`config.mk`:
```
export PLATFORM = sky130hd
export DESIGN_NAME = spi_slave_if
export DESIGN_NICKNAME = d
export VERILOG_FILES = /design/src/rtl/spi_slave_if.sv
export SDC_FILE = /design/constraint.sdc
export NUM_CORES = 1
export LEC_CHECK = 0
export CORE_ASPECT_RATIO = 0.5
export CORE_MARGIN = 3
export CORE_UTILIZATION = 51
export CTS_BUF_LIST = sky130_fd_sc_hd__clkbuf_8
export DETAILED_ROUTE_END_ITERATION = 10
export PLACE_DENSITY = 0.78
export SLEW_MARGIN = 20
export SYNTH_ARGS = -nofsm -noshare
export SYNTH_HDL_FRONTEND = slang
export SYNTH_SLANG_ARGS = --single-unit
```
`constraint.sdc`:
```
create_clock -name clk -period 1.5 [get_ports clk]
set_input_delay 0.375 -clock clk [delete_from_list [all_inputs] [get_ports clk]]
set_output_delay 0.375 -clock clk [all_outputs]
set_load 0.005 [all_outputs]
```
`src/rtl/spi_slave_if.sv`:
```
// SPI slave: deserialises 1 select bit plus a 10-bit command into rx_data/rx_valid, and serialises RAM read data onto MISO.
// rx_valid one cycle after the last payload bit; MISO starts one cycle after tx_valid; no backpressure, the master paces everything.
module spi_slave_if #(
    parameter int ADDR_SIZE = 8
) (
    input  logic                 clk,
    input  logic                 rst,
    input  logic                 SS_n,
    input  logic                 MOSI,
    output logic                 MISO,
    output logic [ADDR_SIZE+1:0] rx_data,
    output logic                 rx_valid,
    input  logic [ADDR_SIZE-1:0] tx_data,
    input  logic                 tx_valid
);

    localparam int W   = ADDR_SIZE + 2;
    localparam int TCW = $clog2(ADDR_SIZE);
    localparam logic [3:0]     LAST_BIT = 4'(W - 1);
    localparam logic [TCW-1:0] LAST_TX  = TCW'(ADDR_SIZE - 1);

    typedef enum logic [2:0] {
        IDLE,
        CHK_CMD,
        WRITE,
        READ_ADD,
        READ_DATA
    } state_t;

    state_t state, next_state;

    logic [W-2:0]         shift_reg;
    logic [3:0]           bit_cnt;
    logic                 frame_done;
    logic                 rd_addr_seen;
    logic                 tx_wait;
    logic                 tx_active;
    logic [TCW-1:0]       tx_cnt;
    logic [ADDR_SIZE-1:0] tx_shift;
    logic                 shift_en;
    logic                 last_bit;

    always_ff @(posedge clk) begin
        if (rst) begin
            state <= IDLE;
        end else begin
            state <= next_state;
        end
    end

    always_comb begin
        next_state = state;
        if (SS_n) begin
            next_state = IDLE;
        end else begin
            case (state)
                IDLE:    next_state = CHK_CMD;
                CHK_CMD: begin
                    if (!MOSI) begin
                        next_state = WRITE;
                    end else if (rd_addr_seen) begin
                        next_state = READ_DATA;
                    end else begin
                        next_state = READ_ADD;
                    end
                end
                default: next_state = state;
            endcase
        end
    end

    // Once a frame has completed, the state is parked until SS_n rises.
    always_comb begin
        shift_en = 1'b0;
        case (state)
            WRITE, READ_ADD, READ_DATA: shift_en = !SS_n && !frame_done;
            default:                    shift_en = 1'b0;
        endcase
    end

    assign last_bit = shift_en && (bit_cnt == LAST_BIT);

    always_ff @(posedge clk) begin
        if (rst) begin
            shift_reg    <= '0;
            bit_cnt      <= '0;
            frame_done   <= 1'b0;
            rd_addr_seen <= 1'b0;
            rx_data      <= '0;
            rx_valid     <= 1'b0;
            tx_wait      <= 1'b0;
            tx_active    <= 1'b0;
            tx_cnt       <= '0;
            tx_shift     <= '0;
            MISO         <= 1'b0;
        end else begin
            rx_valid <= 1'b0;
            if (SS_n) begin
                bit_cnt    <= '0;
                frame_done <= 1'b0;
                tx_wait    <= 1'b0;
                tx_active  <= 1'b0;
                tx_cnt     <= '0;
                MISO       <= 1'b0;
            end else begin
                if (shift_en) begin
                    shift_reg <= {shift_reg[W-3:0], MOSI};
                    if (last_bit) begin
                        rx_data    <= {shift_reg, MOSI};
                        rx_valid   <= 1'b1;
                        frame_done <= 1'b1;
                        bit_cnt    <= '0;
                        if (state == READ_ADD) begin
                            rd_addr_seen <= 1'b1;
                        end
                        if (state == READ_DATA) begin
                            rd_addr_seen <= 1'b0;
                            tx_wait      <= 1'b1;
                        end
                    end else begin
                        bit_cnt <= bit_cnt + 4'd1;
                    end
                end

                // Only the first tx_valid after a read-data frame is taken.
                if (tx_wait && tx_valid) begin
                    tx_shift  <= tx_data;
                    tx_wait   <= 1'b0;
                    tx_active <= 1'b1;
                    tx_cnt    <= '0;
                end

                if (tx_active) begin
                    MISO     <= tx_shift[ADDR_SIZE-1];
                    tx_shift <= {tx_shift[ADDR_SIZE-2:0], 1'b0};
                    tx_cnt   <= tx_cnt + TCW'(1);
                    if (tx_cnt == LAST_TX) begin
                        tx_active <= 1'b0;
                    end
                end else begin
                    MISO <= 1'b0;
                end
            end
        end
    end

endmodule

```
# After elaboration in Yosys (flattened, before gate mapping)
# Index checks and enable logic that the tools add are counted.
# classes
addsub,2
eq_ne,6
mux,15
n_bitwise,3
reduce_logical,20
# ops
operator,n
8-bit 2-to-1 mux,2
3-bit 2-to-1 mux,4
3-bit OR reduction,4
1-bit 2-to-1 mux,7
"3-bit by 2-bit equality test with 1-bit output, second input constant",2
"3-bit equality test, second input constant",2
3-bit one-hot mux with 2 select lines,1
2-bit AND reduction,3
3-bit AND reduction,2
2-bit nonzero test,3
"4-bit by 1-bit adder with 4-bit output, second input constant",1
"4-bit equality test, second input constant",1
4-bit 2-to-1 mux,1
4-bit AND reduction,1
"3-bit by 1-bit adder with 3-bit output, second input constant",1
"3-bit by 1-bit equality test with 1-bit output, second input constant",1
1-bit logical AND,3
3-bit logical NOT,1
1-bit NOT,3
1-bit logical NOT,2
2-bit OR reduction,1
# word_totals
register_bits,43
in_bits,13
output_inout_bits,12
wordCells,58

# Depth between registers and ports, before layout
# Gate-level depths: netlist of the first run.
# logic_depth
depth_word,5
depth_mapped,6
ltp_nobuf,5

# Least setup slack after synthesis of the first run
# No wires, ideal clock.
# synth_timing
path_kind,flip-flop to flip-flop
startpoint,reg state[2]
endpoint,reg rx_data[2]
setup_time_ns,0.072
arrival_ns,1.470
required_time_ns,1.428
path_slack_ns,-0.042
stages_incl_launch_ff,5
n_path_buf,1
period_less_slack_ns,1.542
path_cell_list,dfxtp_1 or3b_4 a2111oi_4 buf_6 mux2i_1
# synth_via
elab_chain_len,5
elab_cells_between_ends,7
classes_between,eq/ne (3); mux (1); reduce/logical (3)
# synth_rtl
element,line,source
start: declaration,30,"state_t state, next_state;"
start signal: assignment,47,state <= next_state;
3-bit by 2-bit equality test with 1-bit output / 3-bit equality test (equally long branches),75,case (state)
3-bit OR reduction (*),75,
1-bit 2-to-1 mux (*),75,
1-bit logical AND,81,assign last_bit = shift_en && (bit_cnt == LAST_BIT);
3-bit AND reduction (no line) (*),-,
end signal: assignment,109,"rx_data <= {shift_reg, MOSI};"
end: declaration,11,"output logic [ADDR_SIZE+1:0] rx_data,"
# Mark *: on every way between the ends. The rest lies on a longest branch, timed or not.
# A chain may end at the register's enable or synchronous reset.

# Worst setup path in the final report of the first run
# layout_timing
startpoint,reg state[1]
endpoint,reg rx_data[9]
# Same word-level chain as after synthesis.

==> results of run 1 <==
power breakdown:
group / leakage [nW] / switching, W / total (W) / internal, W
sequential: 0.352 / 0.00000196 / 0.00115 / 0.00114
combinational: 0.552 / 0.0000558 / 0.000129 / 0.0000736
clock: 0.0581 / 0.000398 / 0.000894 / 0.000496
total: 0.962 / 0.000456 / 0.00217 / 0.00171
cell usage in the layout, fill, tap and decap left out, types with 2 or more instances in the layout:
master	n
a21oi_1	12
nand3b_1	3
clkdlybuf4s50_1	12
nand2_1	7
clkbuf_8	5
a31oi_1	2
nand2b_1	22
nor2_1	5
mux2i_1	30
or3_1	10
dlymetal6s2s_1	3
dfxtp_2	10
nor2b_1	2
ha_1	3
or2_1	2
dfxtp_1	33
dlygate4sd2_1	9
inv_1	2
buf_12	2
o21ai_0	10
and3_1	3
buf_4	23
logic make-up after synthesis:
family	count (synthesis)
buffers and inverters	15
adders and majority gates	4
DFF	43
and+or+nand+nor	64
AOI/OAI and AO/OA	32
muxes	31
layer usage:
layer / vias to the layer above / global-route usage [%] / wire, um
met5: - / 0 / 0
met2: 26 / 29.8 / 1740
li1: 755 / - / -
met3: 5 / 5.24 / 154
met1: 695 / 22.7 / 1870
met4: 0 / 5.17 / 36
cell type report:
cell class                 count  area, sq um
fill                         244          766
inverter                       3         11.3
tap                           48         60.1
sequential                    43          873
multi-input combinational    131          986
clock inverter                 3         43.8
clock buffer                   5         68.8
timing repair buffer          49          449
metrics by stage:
stage          utilization [%]  setup WS [ns]  setup TNS (ns)  std cells  instance area (sq um)
2_1_floorplan                -        0.00221               0        189                   1890
5_1_grt                   76.5         -0.154           -1.22        282                   2490
3_3_place_gp              71.4         -0.390           -8.66        271                   2330
3_5_place_dp              71.4         -0.487          -10.27        271                   2330
4_1_cts                   74.8        -0.0637          -0.548        279                   2440
6_report                  76.5        -0.0537          -0.372        282                   2490
worst min-delay path: stages, from the launching register on:
cell      delay [ns]
dfxtp_2         0.33
nand2b_1        0.05
mux2i_1         0.05
worst max-delay path by stage:
stage          slack, ns     start     endpoint
2_1_floorplan      0.002      SS_n   bit_cnt[0]
3_3_place_gp       -0.39  tx_valid  tx_shift[7]
3_5_place_dp       -0.49  tx_valid  tx_shift[7]
4_1_cts            -0.06  state[1]   rx_data[2]
5_1_grt            -0.15  state[2]   rx_data[7]
6_report           -0.05  state[1]   rx_data[9]
timing repair:
| action | in CTS | in global routing |
|---|---|---|
| gates resized for setup | 15 | 11 |
| setup buffers | 0 | 3 |
| endpoints found under the setup margin | 29 | 25 |
| pin swaps | 0 | 4 |
==> run_results.csv, run 1 <==
group,metric,value,unit
placement,gp_congestion,0.765,
global_route,grt_pass1_vias,1410,
worst_setup_path,worstRegToRegCells,4,
synthesis,synthMuxAreaShare,16.5,%
run_status,status,"complete, but fails checks",
placement,port_buffers,24,
synthesis,yosysWarnings,0,
worst_setup_path,path_buf_inv,1,
floorplan,die_h,49.0,um
worst_setup_path,setup.worst_path.end_class,"register",
synthesis,synthArstFlopShare,0,%
synthesis,netlist.area_leader.share,45.6,%
worst_setup_path,worstSetupPathType,"register to register",
synthesis,synth.area.top_cells,"dfxtp_1, mux2i_1, nand2b_1, a21oi_1, or3_1",
worst_setup_path,r2r-end,"rx_data[9]",
detailed_routing,dr.pass1.iters,4,
clock_network,cts_tree,"built",
floorplan,initial_utilization,58.0,%
synthesis,synthesis.nets,206,
hold_path,min_path_type,"register to register",
clock_network,cts_hold_buf,0,
synthesis,synth_most_common_cell,"dfxtp_1",
clock_network,clock_latency,0.29,ns
synthesis,ys.flop_type,"dfxtp_1",
synthesis,seq_area_frac_synth,45.6,%
worst_setup_path,slowest_stage,"or3b_4",
hold_path,hold_depth,2,
timing,fin_worst_skew,0.00625,ns
timing,fin_crit,1.55,ns
hold_path,holdPathEnd,"rx_data[4]",
global_route,grt_pass1_wl,6.51,mm
worst_setup_path,crit_path_max_fanout,11,
synthesis,synth.avg_cell_area,10.0,sq um
worst_setup_path,r2r_slack,-0.05,ns
synthesis,synth_top_family_by_area,"simple AND/OR/NAND/NOR gates",
clock_network,root_buffer,"clkbuf_8",
detailed_routing,vias,1481,
synthesis,syn_area,0.00189,sq mm
synthesis,yosysTopAreaCell,"dfxtp_1",
hold_path,min_from,"rx_data[4]",
synthesis,synth-compound-area-share,11.1,%
synthesis,synthSimpleGateAreaFrac,20.6,%
synthesis,ys_seq_elements,43,
detailed_routing,routed_via_density,5.25,
synthesis,synth_adder_area_share,2.65,%
floorplan,rows,14,
synthesis,synthCells,189,
clock_network,numCtsBuffers,5,
floorplan,core,0.00326,sq mm
detailed_routing,drc_errors,0,
pwr,total_power,0.00217,W
timing,layout_setup_ws,-0.0537,ns
worst_setup_path,crit_chain,"or3b_4 > a2111oi_4 > buf_12 > mux2i_1",
global_route,grtUsageTotal,17.9,%
floorplan,die_w,92.1,um
clock_network,clock_tree.buffer_depth,2,
worst_setup_path,cp.depth,4,
global_route,gr-total-overflow,0,
floorplan,die_area,0.00452,sq mm
timing,whs,0.467,ns
cells_and_area,drive_above_1_share,22.2,%
synthesis,synth_top_cells_by_count,"dfxtp_1, mux2i_1, nand2b_1, a21oi_1",
global_route,antenna_found_initial,0,
clock_network,h-tree-depth,2,
timing,worst_pin_slew,0.497,ns
synthesis,synthXorXnorAreaFrac,0,%
placement,dpl.hpwl,2.54,mm
floorplan,ios,25,
detailed_routing,routedWlPerCell,13.5,um
timing,drv_slew,0,
timing,grt_setup_unrepaired,"yes",
run,cap_violations,0,
timing,finalHoldViolCount,0,
worst_setup_path,crit_arrival,1.77,ns
cells_and_area,n_antenna_cell,0,
worst_setup_path,worstPathRequired,1.72,ns
detailed_routing,wl,3.80,mm
cells_and_area,largest_register_ffs,10,
timing,period_share,104,%
pwr,ir_drop,0.576,mV
pwr,powerDensity,870,mW/mm^2
worst_setup_path,r2r_start,"state[1]",
pwr,p_leak,0.962,nW
worst_setup_path,crit_family,"simple AND/OR/NAND/NOR gates",
cells_and_area,area_growth,31.9,%
cells_and_area,layout.nets,250,
run_status,violations,"setup timing",
clock_network,cts_sinks,43,
timing,fmax,644,MHz
detailed_routing,detail-route-antenna-nets,0,
worst_setup_path,max_stage_delay,0.41,ns
timing,setup_viol,11,
worst_setup_path,cp-start-kind,"register",
clock_network,clkTransAtPathRegs,0.08,ns
detailed_routing,drtIter0Drc,71,
global_route,grt_max_degree,24,
synthesis,synth.distinct_cells,35,
synthesis,synth_edf_count,0,
timing,maxSlewHeadroom,66.8,%
Note: power is estimated with default switching activity, not from simulation.
==> inputs of run 2 (changes only) <==
Settings changed: TNS_END_PERCENT from default to 1.
==> run 2 against run 1 <==
  * The run still ends with setup timing left
  * Sequential power about the same
  * Count of clock-buffer cells in the layout stayed put
  * Clock skew grew 0.0037 ns
  * Fmax decreased by 0.18%
  * Clock power rose by 1%
  * Critical path depth stayed put
  * Utilization shrank 0.54 points
  * Cell count decreased by 1.1%
  * Hold slack improved by 0.0040 ns
  * Final area is 0.70% lower
  * Critical path type unchanged
  * Highest routed layer unchanged
==> run_results.csv, run 2 (synthesis gave the netlist of run 1 again) <==
group,metric,value,unit
clock_network,clock_tree.buffer_depth,2,
clock_network,cts_setup_buffers,0,
detailed_routing,routedWlPerCell,13.9,um
cells_and_area,layout_commonest_cell,"dfxtp_1",
run_status,status,"complete, but fails checks",
worst_setup_path,worstSetupPathType,"register to register",
run,cap_violations,0,
pwr,switching_share,21.2,%
pwr,sequentialPowerShare,52.5,%
placement,dpl.hpwl,2.68,mm
worst_setup_path,worstPathRequired,1.72,ns
pwr,p_clk_share,41.5,%
floorplan,core,0.00326,sq mm
global_route,grtUsageTotal,18.7,%
floorplan,die_area,0.00452,sq mm
timing,tns,-0.437,ns
run_status,violations,"setup timing",
timing,fin_worst_skew,0.00993,ns
timing,fin_crit,1.56,ns
worst_setup_path,crit_arrival,1.78,ns
cells_and_area,area_growth,31.0,%
global_route,grt_pass1_wl,6.72,mm
detailed_routing,vias,1475,
worst_setup_path,crit_path_max_fanout,11,
timing,grt_setup_unrepaired,"yes",
cells_and_area,most-common-layout-cells,"dfxtp_1, mux2i_1, nand2b_1",
placement,port_buffers,24,
floorplan,die_h,49.0,um
detailed_routing,drtIter0Drc,59,
clock_network,clock_latency,0.30,ns
placement,gp_congestion,0.753,
floorplan,rows,14,
cells_and_area,drive_above_1_share,20.8,%
hold_path,min_path_type,"register to register",
global_route,gr-total-overflow,0,
timing,period_share,104,%
floorplan,die_w,92.1,um
pwr,ir_drop,0.489,mV
detailed_routing,dr.pass1.iters,4,
floorplan,ios,25,
timing,finalHoldViolCount,0,
detailed_routing,detail-route-antenna-nets,0,
detailed_routing,drc_errors,0,
clock_network,cts_sinks,43,
clock_network,clkTransAtPathRegs,0.09,ns
clock_network,root_buffer,"clkbuf_8",
timing,fmax,642,MHz
worst_setup_path,setup.worst_path.end_class,"register",
pwr,switchingPower,0.000462,W
global_route,grt_max_degree,22,
pwr,p_leak,0.956,nW
placement,dp_worst_setup_slack,-0.469,ns
pwr,comb_power_share,6.0,%
pwr,powerDensity,881,mW/mm^2
detailed_routing,wl,3.87,mm
cells_and_area,layout.nets,247,
global_route,grt_pass1_vias,1426,
detailed_routing,routed_via_density,5.29,
cells_and_area,n_antenna_cell,0,
clock_network,cts_tree,"built",
clock_network,numCtsBuffers,5,
clock_network,h-tree-depth,2,
timing,setup_viol,10,
worst_setup_path,cp-start-kind,"register",
timing,layout_setup_ws,-0.0565,ns
timing,drv_slew,0,
clock_network,cts_hold_buf,0,
global_route,antenna_found_initial,0,
timing,worst_pin_slew,0.540,ns
cells_and_area,largest_register_ffs,10,
timing,maxSlewHeadroom,64.0,%
pwr,p_int,0.00172,W
floorplan,initial_utilization,58.0,%
[run 2: cell types whose count changed in the layout (fill, tap and decap cells not counted), sizes merged]
cell	before	now
inv	3	4
buf	25	22
clkinv	2	0
dlymetal6s2s	3	4
clkdlybuf4s50	12	11
clkinvlp	0	1
[run 2: power groups by stage]
| stage | registers [W] | logic (W) | clock network, W |
|---|---|---|---|
| 3_3_place_gp | 0.00117 | 0.000125 | 0 |
| 2_1_floorplan | 0.00117 | 0.0000502 | 0 |
| 4_1_cts | 0.00115 | 0.000130 | 0.000931 |
| 3_5_place_dp | 0.00117 | 0.000127 | 0 |
| 5_1_grt | 0.00115 | 0.000142 | 0.00100 |
| 6_report | 0.00115 | 0.000131 | 0.000904 |
[run 2: timing repair]
| action | in CTS | in global routing |
|---|---|---|
| gates resized for setup | 19 | 8 |
| pin swaps | 1 | 0 |
| setup endpoints to repair | 31 | 16 |
[run 2: critical path, cell delays in order, from the launching register on]
cell and delay, ns:
dfxtp_2 0.34, or3b_4 0.40, a2111oi_4 0.35, buf_12 0.19, mux2i_1 0.18
[run 2: worst paths after layout]
kind,startpoint,to,slack (ns),cells after the start
max,state[2],rx_data[6],-0.06,4
min,rx_data[5],rx_data[5],0.47,2
max reg2reg,state[2],rx_data[6],-0.06,4
min reg2reg,rx_data[5],rx_data[5],0.47,2
[run 2: stage by stage]
step,power [W],cell area (sq um),hold slack [ns],utilization (%),instances
detailed placement,0.00130,2320,0.462,71.4,271
floorplan,0.00122,1890,0.445,-,189
global route,0.00229,2470,0.502,76.0,279
CTS,0.00221,2450,0.474,75.2,279
global placement,0.00130,2320,0.459,71.4,271
finish,0.00218,2470,0.471,76.0,279
[run 2: metal layers]
layer  GRT usage (%)  vias up  part of all wire (%)
met4            5.91        0                  0.88
met5               0        -                     0
li1                -      750                     -
met3            5.55        5                   4.1
met2            30.2       27                    48
met1            24.0      693                    47
[run 2: layout make-up]
cell class,count,area (sq um)
clock inverters,3,46.3
clock buffers,5,68.8
fillers,233,783
inverters,3,11.3
flip-flops and latches,43,872
well taps,48,60.1
multi-input cells,131,983
repair buffers,46,433
